## src/rtl/seq_mul_param.sv

```systemverilog
// seq_mul_param: iterative shift-add multiplier that sits beside the ALU in
// the execute stage.
// The operands are converted to unsigned magnitudes when the operation is
// accepted. One partial product is added per CALC cycle. The sign is applied
// once, in FIN.
//
// Parameters
//   WIDTH      operand width, legal range 4..32; the product is 2*WIDTH bits
//   EARLY_EXIT 1 = leave CALC as soon as the remaining multiplier bits are 0
//
// Ports
//   clk      rising-edge clock
//   rst      asynchronous active-low reset
//   start    request, sampled only while idle
//   sgn      1 = two's complement operands, sampled with start
//   a, b     multiplicand / multiplier, sampled with start
//   busy     high from the accept edge up to the done edge
//   done     one-cycle pulse, product valid in that cycle
//   product  result, held until the next done
module seq_mul_param #(
  parameter int WIDTH      = 16,
  parameter bit EARLY_EXIT = 1'b0
) (
  input  logic               clk,
  input  logic               rst,
  input  logic               start,
  input  logic               sgn,
  input  logic [WIDTH-1:0]   a,
  input  logic [WIDTH-1:0]   b,
  output logic               busy,
  output logic               done,
  output logic [2*WIDTH-1:0] product
);

  localparam int PW = 2 * WIDTH;
  localparam int CW = $clog2(WIDTH + 1);

  typedef enum logic [1:0] {IDLE, CALC, FIN} state_t;

  state_t          r_state;
  logic [PW-1:0]   r_ma;      // multiplicand, pre-shifted by the bits consumed so far
  logic [WIDTH-1:0] r_mb;     // remaining multiplier bits
  logic [PW-1:0]   r_acc;
  logic [CW-1:0]   r_cnt;
  logic            r_neg;
  logic            r_busy;
  logic            r_done;
  logic [PW-1:0]   r_product;

  logic             w_a_neg;
  logic             w_b_neg;
  logic [WIDTH-1:0] w_a_mag;
  logic [WIDTH-1:0] w_b_mag;
  logic [WIDTH-1:0] w_mb_nxt;
  logic             w_last;

  // Negating the most negative value wraps back to itself. Read as unsigned,
  // that is exactly 2^(WIDTH-1), which is the magnitude we want.
  assign w_a_neg  = sgn & a[WIDTH-1];
  assign w_b_neg  = sgn & b[WIDTH-1];
  assign w_a_mag  = w_a_neg ? (~a + WIDTH'(1)) : a;
  assign w_b_mag  = w_b_neg ? (~b + WIDTH'(1)) : b;

  assign w_mb_nxt = r_mb >> 1;
  assign w_last   = (r_cnt == CW'(1)) || (EARLY_EXIT && (w_mb_nxt == '0));

  always_ff @(posedge clk or negedge rst) begin
    if (!rst) begin
      r_state   <= IDLE;
      r_ma      <= '0;
      r_mb      <= '0;
      r_acc     <= '0;
      r_cnt     <= '0;
      r_neg     <= 1'b0;
      r_busy    <= 1'b0;
      r_done    <= 1'b0;
      r_product <= '0;
    end else begin
      r_done <= 1'b0;
      case (r_state)
        IDLE: begin
          if (start) begin
            r_ma    <= {{WIDTH{1'b0}}, w_a_mag};
            r_mb    <= w_b_mag;
            r_neg   <= w_a_neg ^ w_b_neg;
            r_acc   <= '0;
            r_cnt   <= CW'(WIDTH);
            r_busy  <= 1'b1;
            r_state <= CALC;
          end
        end
        CALC: begin
          if (r_mb[0]) r_acc <= r_acc + r_ma;
          r_ma  <= r_ma << 1;
          r_mb  <= w_mb_nxt;
          r_cnt <= r_cnt - CW'(1);
          if (w_last) r_state <= FIN;
        end
        FIN: begin
          // A zero magnitude negates to zero, so neg cannot produce -0.
          r_product <= r_neg ? (~r_acc + PW'(1)) : r_acc;
          r_done    <= 1'b1;
          r_busy    <= 1'b0;
          r_state   <= IDLE;
        end
        default: r_state <= IDLE;
      endcase
    end
  end

  assign busy    = r_busy;
  assign done    = r_done;
  assign product = r_product;

endmodule

```

## config.mk

```make
export PLATFORM = sky130hd
export DESIGN_NAME = seq_mul_param
export DESIGN_NICKNAME = d
export VERILOG_FILES = /design/src/rtl/seq_mul_param.sv
export SDC_FILE = /design/constraint.sdc
export NUM_CORES = 1
export LEC_CHECK = 0
export CORE_MARGIN = 2
export CORE_UTILIZATION = 40
export CTS_BUF_LIST = sky130_fd_sc_hd__clkbuf_8 sky130_fd_sc_hd__clkbuf_16
export CTS_CLUSTER_DIAMETER = 30
export DETAILED_ROUTE_END_ITERATION = 16
export GPL_TIMING_DRIVEN = 0
export REMOVE_ABC_BUFFERS = 1
export SYNTH_ARGS = -nofsm -noshare
export SYNTH_HDL_FRONTEND = slang
export SYNTH_SLANG_ARGS = --single-unit
```

## constraint.sdc

```tcl
create_clock -name clk -period 3.99 [get_ports clk]
set_input_delay 0.399 -clock clk [delete_from_list [all_inputs] [get_ports clk]]
set_output_delay 0.399 -clock clk [all_outputs]
set_load 0.1 [all_outputs]
```

==> impl_metrics.env, run 1 <==
export IMPL_cts_made_buffers=17
export IMPL_slew_headroom_pct=21.1
export IMPL_synth_distinct_cells=61
export IMPL_h_tree_depth=4
export IMPL_cts_reportedPaths_clkPinSlew_ns=0.05
export IMPL_grt_pass1_vias=6102
export IMPL_syn_to_final_growth_pct=22.4
export IMPL_die_area_mm2=0.0198
export IMPL_ir_drop_v=0.000378
export IMPL_clockBufferDepth=2
export IMPL_syn_inst=825
export IMPL_finalPower_mw=8.26
export IMPL_synth_ff_type="dfrtp_1"
export IMPL_finalSetupViolCount=0
export IMPL_hold_viol=0
export IMPL_gp_congestion=0.837
export IMPL_ys_ff_latch=122
export IMPL_yosys_warnings=0
export IMPL_cp_slowest_cell="o311ai_0"
export IMPL_grt_max_degree=81
export IMPL_start_util_pct=41.2
export IMPL_cts_tree="yes"
export IMPL_fin_crit_sh_pct=85.4
export IMPL_route_vias_total=6325
export IMPL_pin_count=70
export IMPL_async_reset_ff_share_pct=100
export IMPL_syn_area_mm2=0.00747
export IMPL_timing_fmax_ghz=0.293
export IMPL_fin_crit_ns=3.41
export IMPL_routed_wl_um=18100
export IMPL_powerDensity_mw_per_mm2=903
export IMPL_grt_usage_pct=19.5
export IMPL_die_h_um=141
export IMPL_maxSlewViolCount=0
export IMPL_routedWlPerCell_um=16.1
export IMPL_crit_family="compound AO/OA/AOI/OAI gates"
export IMPL_rr_worst_depth=9
export IMPL_cts_setup_buffers=0
export IMPL_status="completed"
export IMPL_ant_nets=0
export IMPL_diodes=0
export IMPL_hp_class="in -> async"
export IMPL_cp_end_kind="flop"
export IMPL_die_width_um=141
export IMPL_dr_pass1_iters=5
export IMPL_clk_latency_ns=0.42
export IMPL_rsz0062_at_grt="false"
export IMPL_hold_worst_slack_ns=0.468
export IMPL_numPortBuffers=69
export IMPL_crit_buf_inv=0
export IMPL_grt_pass1_wl_um=31100
export IMPL_skew_ns=0.0116
export IMPL_worstPathArrival_ns=3.70
export IMPL_coreArea_mm2=0.0181
export IMPL_slowest_delay_ns=0.83
export IMPL_cp_num_cells=9
export IMPL_start_kind="flop"
export IMPL_finalNetCount=953
export IMPL_seq_area_frac_synth_pct=40.9
export IMPL_tightest_slew_ns=1.18
export IMPL_drive_above_1_share_pct=6.16
export IMPL_hpwl_um=12900
export IMPL_final_fill_count=1709
export IMPL_synth_edf_count=0
export IMPL_crit_type="reg -> reg"
export IMPL_drtIter0Drc=309
export IMPL_antenna_found_initial=0
export IMPL_vias_per_cell=5.64
export IMPL_place_area_mm2=0.00843
export IMPL_fin_area_mm2=0.00915
export IMPL_cp_required_ns=4.28
export IMPL_drc_errors=0
export IMPL_fin_setup_tns_ns=0
export IMPL_rows=49
export IMPL_syn_mean_instance_area_um2=9.06
export IMPL_cts_root_buf="clkbuf_16"
export IMPL_clock_sinks=122
export IMPL_overflow=0
export IMPL_worstPathCellList="ha_1, a211oi_1, o21ai_0, o211a_1, o311ai_0, a31o_2, a21oi_1, o32ai_1, nor2_1"
export IMPL_cp_max_fo=4
export IMPL_leakagePower_nw=4.07
export IMPL_max_cap_viol_count=0
==> metrics by stage <==
stage | cells | setup slack [ns] | util (%)
after global placement | 1085 | -2.37 | 45.8
final | 1122 | 0.583 | 50.4
after detailed placement | 1089 | 0.226 | 46.5
after global routing | 1122 | 0.225 | 50.4
after floorplan | 787 | 0.291 | -
after CTS | 1122 | 0.210 | 50.4
==> routing by layer <==
| metal | up-vias | GRT usage, % | share of wire, % | wire [um] |
|---|---|---|---|---|
| met5 | - | 0 | 0 | 0 |
| met3 | 22 | 3.19 | 3.0 | 541 |
| met4 | 0 | 6.47 | 1.8 | 332 |
| li1 | 3155 | - | - | - |
| met1 | 3022 | 27.0 | 48 | 8770 |
| met2 | 126 | 31.3 | 47 | 8470 |
==> final cells by class <==
| class | instances | area [um^2] | area share (%) |
|---|---|---|---|
| Multi-Input combinational cell | 640 | 4210 | 46.1 |
| Sequential cell | 122 | 3050 | 33.4 |
| Timing Repair Buffer | 74 | 805 | 8.80 |
| Clock buffer | 21 | 480 | 5.25 |
| Tap cell | 229 | 287 | 3.13 |
| Clock inverter | 11 | 214 | 2.34 |
| Inverter | 25 | 93.8 | 1.03 |
==> cell usage in the layout (no fill, tap or decap), types with 9 or more instances in the layout <==
cell type        synthesis  final
nor3_1                   9      9
a22oi_1                 21     21
nor2_1                  25     24
xor2_1                  50     50
dfrtp_1                122    122
or4_1                   11     11
o22ai_1                 17     17
nand3_1                 16     16
a21o_1                  21     21
a21oi_1                 47     47
inv_1                   24     24
and3_1                   9      9
clkdlybuf4s50_1          0     68
ha_1                    36     36
a22o_1                  17     17
nand4_1                  9      9
clkbuf_16                0     17
nand2_1                107    106
o31ai_1                 14     14
o21ai_0                105    105
xnor2_1                 29     29
==> cells by family (layout without fill, tap and decap cells) <==
group	count (synthesis)	count (layout)	share of synthesized area, %
AOI/OAI and AO/OA	301	301	25.8
and+or+nand+nor	222	222	14.5
DFF	122	122	40.9
xor gates and xnor gates	79	79	9.26
buffers and inverters	63	131	3.16
adders and majority gates	37	37	6.29
muxes	1	1	0.134
==> path summary, 6_finish.rpt <==
check                                     endpoint  slack [ns]                   start
min in group clk            product[9]$_DFFE_PN0P_        0.47  product[9]$_DFFE_PN0P_
min reg2reg                 product[9]$_DFFE_PN0P_        0.47  product[9]$_DFFE_PN0P_
max                          r_acc[31]$_DFFE_PN0P_        0.58     r_ma[1]$_DFFE_PN0P_
min                               busy$_DFFE_PN0P_        0.47                     rst
max in group asynchronous  product[24]$_DFFE_PN0P_        2.79                     rst
max reg2reg                  r_acc[31]$_DFFE_PN0P_        0.58     r_ma[1]$_DFFE_PN0P_
==> flip-flops by register name (all words and copies together) (netlist names) <==
name     cells
product     32
r_acc       32
r_ma        32
r_mb        16
r_cnt        5
r_state      2
busy         1
done         1
r_neg        1
==> worst register-to-register path, cell delays in order (launching register included) <==
cell and delay [ns]:
dfrtp_1 0.43, ha_1 0.33, a211oi_1 0.31, o21ai_0 0.31
o211a_1 0.34, o311ai_0 0.83, a31o_2 0.28, a21oi_1 0.07
o32ai_1 0.30, nor2_1 0.08
==> synth_stat cells (all sizes together), types with 4 or more instances <==
cell type  instances  share of area (%)
o41ai              8                1.2
nand2            107                5.4
nor2              25                1.3
o31ai             15                1.6
and3               9               0.75
a21o              21                2.1
a22o              17                2.0
o21ai            110                7.4
o22ai             17                1.4
nand3             16                1.1
a21oi             47                3.1
ha                36                6.0
a22oi             21                2.1
a32o               4               0.54
nand4              9               0.75
xnor2             29                3.4
or4               14                1.6
nor2b              5               0.42
or3                7               0.72
a31oi              7               0.59
xor2              50                5.9
inv               24                1.2
nor3               9               0.60
and2               6               0.50
clkbuf            36                1.8
dfrtp            122                 41
o21bai             8               0.80
o21a               4               0.40
nand2b             4               0.33
a211oi             5               0.50
==> repair_timing <==
action	in CTS	in global routing
hold buffers	1	0
endpoints found under the setup margin	0	1
hold endpoints to repair	42	0
gates resized for setup	0	1
==> power breakdown <==
part	switching (mW)	internal, mW	leakage (nW)
clock	0.562	1.24	0.335
sequential	0.536	1.74	1.54
combinational	2.73	1.45	2.19
No activity file was read; power rests on OpenSTA's default activity.
==> run 2: changes to the inputs <==
--- a/config.mk
+++ b/config.mk
@@ -5,6 +5,7 @@
 export SDC_FILE = /design/constraint.sdc
 export NUM_CORES = 1
 export LEC_CHECK = 0
+export CAP_MARGIN = 5
 export CORE_MARGIN = 2
 export CORE_UTILIZATION = 40
 export CTS_BUF_LIST = sky130_fd_sc_hd__clkbuf_8 sky130_fd_sc_hd__clkbuf_16
==> constraint.sdc (replaced) <==
create_clock -name clk -period 3.99 [get_ports clk]
set_input_delay 0.399 -clock clk [delete_from_list [all_inputs] [get_ports clk]]
set_output_delay 0.399 -clock clk [all_outputs]
set_load 0.005 [all_outputs]
==> run 2 against run 1 <==
Effect of this change:
- via count hardly changed
- final area hardly changed
- clock skew is 0.0037 ns lower
- core utilization hardly changed
- critical endpoint unchanged
- largest power group unchanged
==> impl_metrics.env, run 2 (synthesized netlist as in run 1, its figures left out) <==
export IMPL_drtIter0Drc=342
export IMPL_dr_pass1_iters=6
export IMPL_route_vias_total=6328
export IMPL_status="completed"
export IMPL_ant_nets=0
export IMPL_cts_made_buffers=17
export IMPL_gp_congestion=0.837
export IMPL_cp_slowest_cell="or4_1"
export IMPL_h_tree_depth=4
export IMPL_overflow=0
export IMPL_grt_max_degree=81
export IMPL_cp_required_ns=4.34
export IMPL_hold_viol=0
export IMPL_drc_errors=0
export IMPL_final_fill_count=1713
export IMPL_skew_ns=0.00789
export IMPL_slew_headroom_pct=16.4
export IMPL_numPortBuffers=69
export IMPL_clockBufferDepth=2
export IMPL_rows=49
export IMPL_finalNetCount=954
export IMPL_clk_latency_ns=0.42
export IMPL_diodes=0
export IMPL_fin_util_pct=50.4
export IMPL_fin_crit_sh_pct=86.0
export IMPL_die_width_um=141
export IMPL_routed_wl_um=18100
export IMPL_cts_setup_buffers=0
export IMPL_cts_resized=0
export IMPL_mostFrequentLayoutCell="dfrtp_1"
export IMPL_cts_tree="yes"
export IMPL_routedWlPerCell_um=16.1
export IMPL_max_cap_viol_count=0
export IMPL_start_kind="flop"
export IMPL_cp_max_fo=29
export IMPL_tightest_slew_ns=1.25
export IMPL_die_h_um=141
export IMPL_worstPathCellList="clkinv_1, nor2_4, buf_16, nand2_1, or4_1, a31oi_1, o32ai_1, nor2_1"
export IMPL_pin_count=70
export IMPL_clock_sinks=122
export IMPL_crit_type="reg -> reg"
export IMPL_die_area_mm2=0.0198
export IMPL_antenna_found_initial=0
export IMPL_seq_area_mm2=0.00305
export IMPL_leakagePower_nw=4.07
export IMPL_worstPathArrival_ns=3.78
export IMPL_cp_end_kind="flop"
export IMPL_ir_drop_v=0.000377
export IMPL_hp_class="in -> async"
export IMPL_rsz0062_at_grt="false"
export IMPL_multi_input_area_mm2=0.00421
export IMPL_hold_worst_slack_ns=0.468
export IMPL_grt_pass1_wl_um=31100
export IMPL_grt_pass1_vias=6102
export IMPL_maxSlewViolCount=0
export IMPL_cts_root_buf="clkbuf_16"
export IMPL_timing_fmax_ghz=0.291
export IMPL_syn_to_final_growth_pct=22.3
export IMPL_hpwl_um=12900
export IMPL_final_cell_mix="122 x dfrtp_1, 106 x nand2_1, 105 x o21ai_0"
export IMPL_drive_above_1_share_pct=6.15
export IMPL_finalSetupViolCount=0
export IMPL_vias_per_cell=5.63
export IMPL_fin_crit_ns=3.43
export IMPL_slowest_delay_ns=0.71
export IMPL_cts_reportedPaths_clkPinSlew_ns=0.05
export IMPL_start_util_pct=41.2
export IMPL_powerDensity_mw_per_mm2=795
export IMPL_coreArea_mm2=0.0181
export IMPL_grt_usage_pct=19.5
[run 2: cell count changes in the layout (fill, tap and decap cells not counted), sizes merged]
| cell | change |
|---|---|
| clkbuf | +1 |
[run 2: routing by layer]
metal,up-vias,GRT usage (%),part of all wire [%]
li1,3157,-,-
met5,-,0,0
met2,135,31.3,47
met4,0,6.47,1.8
met3,20,3.19,3.3
met1,3016,27.0,48
[run 2: worst paths after layout]
kind / from / cells past startpoint / slack, ns / end
max: r_state[0]$_DFFE_PN0P_ / 8 / 0.56 / r_acc[31]$_DFFE_PN0P_
min: rst / 2 / 0.47 / busy$_DFFE_PN0P_
max reg2reg: r_state[0]$_DFFE_PN0P_ / 8 / 0.56 / r_acc[31]$_DFFE_PN0P_
min reg2reg: product[9]$_DFFE_PN0P_ / 2 / 0.47 / product[9]$_DFFE_PN0P_
max in group asynchronous: rst / 3 / 2.79 / r_ma[20]$_DFFE_PN0P_
min in group clk: product[9]$_DFFE_PN0P_ / 2 / 0.47 / product[9]$_DFFE_PN0P_
[run 2: final cells by class]
| type | instances | area share [%] |
|---|---|---|
| repair buffers | 75 | 8.85 |
| multi-input cells | 640 | 46.0 |
| flip-flops and latches | 122 | 33.4 |
| inverters | 25 | 1.03 |
| clock inverters | 11 | 2.34 |
| clock buffers | 21 | 5.26 |
| well taps | 229 | 3.13 |
[run 2: power by group]
group | internal, mW | switching [mW]
Sequential | 1.74 | 0.535
Combinational | 1.46 | 1.74
Clock | 1.24 | 0.565
Total | 4.43 | 2.84
[run 2: timing repair]
item | CTS | global route
hold endpoints to repair | 42 | 0
setup endpoints to repair | 0 | 0
hold buffers | 1 | 0
[run 2: stage by stage]
step                cell area, um^2  setup WS, ns  cells  power, mW  TNS (ns)
finish                         9140         0.557   1123       7.27         0
global route                   9140         0.225   1123       7.88         0
CTS                            9140         0.210   1122       7.32         0
detailed placement             8430         0.226   1089       5.46         0
global placement               8310         -2.37   1085       5.35   -322.35
floorplan                      7330         0.291    787       4.36         0
[run 2: critical path: cells and delay by family (launching register included)]
family          cells  cell delay (ns)
simple gates        4             1.98
buf+inv             2             0.60
flops               1             0.48
compound gates      2             0.28
==> run 3: changes to the inputs <==
--- a/config.mk
+++ b/config.mk
@@ -12,6 +12,7 @@
 export CTS_CLUSTER_DIAMETER = 30
 export DETAILED_ROUTE_END_ITERATION = 16
 export GPL_TIMING_DRIVEN = 0
+export HOLD_SLACK_MARGIN = 0.15
 export REMOVE_ABC_BUFFERS = 1
 export SYNTH_ARGS = -nofsm -noshare
 export SYNTH_HDL_FRONTEND = slang
==> results of run 3 <==
Final layout, timing and power as in run 2 (identical DEF).
